`src/rtl/store_commit_queue.sv`:
```
// Store commit queue: speculative stores wait for commit, committed stores drain
// in order to the dcache store port; a page-offset alias check covers every occupied slot.
module store_commit_queue #(
   parameter int unsigned DEPTH = 8,
   parameter int unsigned PLEN  = 56,
   parameter int unsigned XLEN  = 64
) (
   input  logic                       clk_i,
   input  logic                       rst_ni,
   input  logic                       push_valid_i,
   output logic                       push_ready_o,
   input  logic [PLEN-1:0]            push_addr_i,
   input  logic [XLEN-1:0]            push_data_i,
   input  logic [XLEN/8-1:0]          push_be_i,
   input  logic                       commit_i,
   input  logic                       flush_i,
   output logic                       req_o,
   output logic [PLEN-1:0]            req_addr_o,
   output logic [XLEN-1:0]            req_data_o,
   output logic [XLEN/8-1:0]          req_be_o,
   input  logic                       gnt_i,
   input  logic [11:0]                page_offset_i,
   output logic                       page_offset_match_o,
   output logic                       empty_o,
   output logic                       committed_empty_o,
   output logic [$clog2(DEPTH):0]     n_com_o,
   output logic [$clog2(DEPTH):0]     n_spec_o
);

   localparam int unsigned AW = $clog2(DEPTH);
   localparam int unsigned CW = AW + 1;

   logic [PLEN-1:0]   addr_q [DEPTH];
   logic [XLEN-1:0]   data_q [DEPTH];
   logic [XLEN/8-1:0] be_q   [DEPTH];

   logic [AW-1:0] rd_ptr, cm_ptr, wr_ptr;
   logic [CW-1:0] n_com, n_spec, n_total;
   logic          do_push, do_commit, do_pop;

   // Handshakes: a push transfers when push_valid_i & push_ready_o on a rising edge
   // (and no flush); a pop transfers when req_o & gnt_i. req_o and its payload hold
   // steady until granted. Readiness looks only at current occupancy.
   assign n_total      = n_com + n_spec;
   assign push_ready_o = (n_total < CW'(DEPTH));
   assign do_push      = push_valid_i & push_ready_o & ~flush_i;
   assign do_commit    = commit_i & (n_spec != '0);
   assign do_pop       = req_o & gnt_i;

   assign req_o             = (n_com != '0);
   assign req_addr_o        = addr_q[rd_ptr];
   assign req_data_o        = data_q[rd_ptr];
   assign req_be_o          = be_q[rd_ptr];
   assign empty_o           = (n_total == '0);
   assign committed_empty_o = (n_com == '0);
   assign n_com_o           = n_com;
   assign n_spec_o          = n_spec;

   always_ff @(posedge clk_i or negedge rst_ni) begin
      if (!rst_ni) begin
         rd_ptr <= '0;
         cm_ptr <= '0;
         wr_ptr <= '0;
         n_com  <= '0;
         n_spec <= '0;
      end else begin
         rd_ptr <= rd_ptr + AW'(do_pop);
         cm_ptr <= cm_ptr + AW'(do_commit);
         n_com  <= n_com + CW'(do_commit) - CW'(do_pop);
         // Flush lands after any same-cycle commit, so wr snaps to the advanced cm.
         if (flush_i) begin
            wr_ptr <= cm_ptr + AW'(do_commit);
            n_spec <= '0;
         end else begin
            wr_ptr <= wr_ptr + AW'(do_push);
            n_spec <= n_spec + CW'(do_push) - CW'(do_commit);
         end
      end
   end

   always_ff @(posedge clk_i) begin
      if (do_push) begin
         addr_q[wr_ptr] <= push_addr_i;
         data_q[wr_ptr] <= push_data_i;
         be_q[wr_ptr]   <= push_be_i;
      end
   end

   always_comb begin
      page_offset_match_o = 1'b0;
      for (int unsigned i = 0; i < DEPTH; i++) begin
         if ((CW'(i) < n_total) &&
             (addr_q[rd_ptr + AW'(i)][11:3] == page_offset_i[11:3]))
            page_offset_match_o = 1'b1;
      end
   end

endmodule

```
`config.mk`:
```
export PLATFORM = sky130hd
export DESIGN_NAME = store_commit_queue
export DESIGN_NICKNAME = d
export VERILOG_FILES = /design/src/rtl/store_commit_queue.sv
export SDC_FILE = /design/constraint.sdc
export NUM_CORES = 1
export LEC_CHECK = 0
export CAP_MARGIN = 5
export CORE_MARGIN = 10
export CORE_UTILIZATION = 30
export CTS_CLUSTER_DIAMETER = 150
export DETAILED_ROUTE_END_ITERATION = 16
export DONT_BUFFER_PORTS = 1
export PLACE_DENSITY = 0.52
export SYNTH_ARGS = -nofsm -noshare
export SYNTH_HDL_FRONTEND = slang
export SYNTH_SLANG_ARGS = --single-unit
```
`constraint.sdc`:
```
create_clock -name clk_i -period 11.6 [get_ports clk_i]
set_input_delay 1.74 -clock clk_i [delete_from_list [all_inputs] [get_ports clk_i]]
set_output_delay 1.74 -clock clk_i [all_outputs]
set_load 0.005 [all_outputs]
```
==> results.cfg <==
[run_status]
status = complete, no violations

[yosys]
syn_area_um2 = 43450
ys.flop_type = edfxtp_1
synth.most_common_cell = edfxtp_1
yosys.area.top_type_share = 0.7077
ys_warn_count = 0
synth_cell_types = 55
postSynth.asyncResetShare = 0.01633
synth.top_cells.by_count = edfxtp_1, mux4_2, nand2_1
synth_top_cell_by_area = edfxtp_1
syn-num-nets = 2347
avgSynthCellArea_um2 = 19.96
synth-seq-cells = 1041
synth_edf_count = 1024
synth_cells = 2177
yosys-top-cells-area = edfxtp_1, mux4_2, nand2_1, mux2i_1, xnor2_1
yosysSeqAreaShare = 0.7175

[detailed_routing]
drcViolationCount = 0
vias = 20810
wl_um = 106200
firstDrtPassIters = 5
first_iter_violations = 1426
routedWlPerCell_um = 25.24
vias_per_cell = 4.946
final_antenna_net_count = 0

[power]
p_leak_nw = 15.79
vdd_drop_max_v = 0.0001627
p_per_area_nw_per_um2 = 251.8

[timing]
relSlewSlack = 0.2421
worst_pin_slew_ns = 1.137
finalMaxSlewViolations = 0
finalCriticalPeriod_ns = 7.552
setup_tns_ns = 0
fin_ws_ns = 4.048
setup_violations = 0
fin_skew_ns = 0.04271
post-route-period-util = 0.6510
rsz0062_at_grt = no
hold_viol = 0
max_freq_mhz = 132.4

[critical_path]
worstPathArrival_ns = 5.81
cp_common_cell = buf_4
slowest_stage = buf_4
cp_max_fo = 63
path_cells = buf_4 > buf_4 > buf_4 > mux4_2 > mux2i_1 > xnor2_1 > nor4_1 > o211ai_1 > nand4_1 > or4_1
required_ns = 9.86
critPathKind = flip-flop to output port
end_kind = output port
slowest_delay_ns = 0.97
cpLargestDelayFamily = buffers and inverters
cp.buffers_inverters = 3
start_kind = flip-flop

[floorplanning]
initial_core_util = 0.3021
rows = 139
core_um2 = 143800
die_w_um = 400.6
die-area_um2 = 160500
die_h_um = 400.6
pin_count = 287

[place]
place_congestion = 0.8516
hpwl_um = 61760
portBuffers = 0
place_ws_ns = 4.598

[grt]
grt_max_degree = 94
grt_usage = 0.1301
grt_pass1_wl_um = 155700
grt_antenna_before_repair = 4
grt_pass1_vias = 22220
grt-ovfl-total = 0

[cts]
htreeDepth = 3
cts_setup_buffers = 0
cts_hold_buf = 0
clock_path_buffers = 3
cts.clk_slew.worst_paths_ns = 0.06
cts_resized = 0
clk_latency_ns = 0.71
cts.sinks = 1041
cts_tree = yes
cts-root-buf = clkbuf_16
cts_buffers = 112

[cells_and_area]
drive_gt1_frac = 0.2591
register_area_um2 = 31190
fin_nets = 2385
multi_input_area_um2 = 11590
final.fill_count = 13360
area_delta_synth_final_pct = 13.70
finish.utilization = 0.3435

[job]
max-cap-violations = 0

[min_path]
hold_path.class = flip-flop to flip-flop
==> report_power, final <==
part / switching [W] / internal [W]
clock network: 0.00147 / 0.00214
logic: 0.00238 / 0.00183
registers: 0.000189 / 0.00444
==> flip-flops by register name, indices dropped and copies added (netlist names) <==
signal,cells
addr_q,448
be_q,64
cm_ptr,3
data_q,512
n_com_o,4
n_spec_o,4
rd_ptr,3
wr_ptr,3
==> worst paths after layout <==
check | from | to | slack [ns] | cells after the start
min in group asynchronous | rst_ni | wr_ptr[0] | 0.72 | 0
worst max register to register | n_com_o[1] | data_q[5][7] | 7.22 | 10
max in group asynchronous | rst_ni | rd_ptr[2] | 10.78 | 0
worst min register to register | cm_ptr[2] | cm_ptr[2] | 0.47 | 1
worst min-delay path | cm_ptr[2] | cm_ptr[2] | 0.47 | 1
worst max-delay path | rd_ptr[1] | page_offset_match_o | 4.05 | 10
==> layer usage <==
layer | share of wire | track usage | routed length [µm]
met3 | 0.078 | 0.04398 | 8290
met4 | 0.022 | 0.03840 | 2338
met5 | 0 | 0 | 0
met1 | 0.42 | 0.1629 | 44280
met2 | 0.48 | 0.2131 | 51310
==> through the flow <==
step,hold WS [ns],std cells,total power (W),area [µm²]
5_1_grt,0.5058,4207,0.01317,49400
2_1_floorplan,0.4321,2177,0.007897,43460
6_report,0.4715,4208,0.01244,49400
4_1_cts,0.4740,4207,0.01272,49400
3_5_place_dp,0.4624,4004,0.009054,45620
3_3_place_gp,0.4468,4004,0.009002,45620
==> final cells by class <==
class | count | share of cell area
sequential | 1041 | 0.6313
multi-input combinational | 986 | 0.2346
clock buffer | 123 | 0.05800
tap | 1903 | 0.04820
clock inverter | 80 | 0.01846
timing repair buffer | 46 | 0.007243
inverter | 28 | 0.002178
antenna | 1 | 0.00005065
==> placed cells by master (no fill, tap or decap), types with 12 or more instances in the layout <==
cell type	n
edfxtp_1	1024
mux4_2	327
nand2_1	325
clkbuf_16	113
xnor2_1	64
mux2i_1	56
buf_4	45
mux2_2	32
inv_1	25
clkinv_2	25
xor2_1	21
clkinv_1	21
ha_1	20
bufinv_16	16
dfrtp_1	14
nor3_1	13
nand4_1	12
==> logic make-up after synthesis <==
logic type / after synthesis / synth area share
compound gates: 50 / 0.007976
xor+xnor: 87 / 0.01840
fa+ha+maj: 24 / 0.007429
buf+inv: 150 / 0.01742
flops: 1041 / 0.7175
mux: 419 / 0.1931
simple gates: 406 / 0.03821
Note: power is estimated with default switching activity, not from simulation.
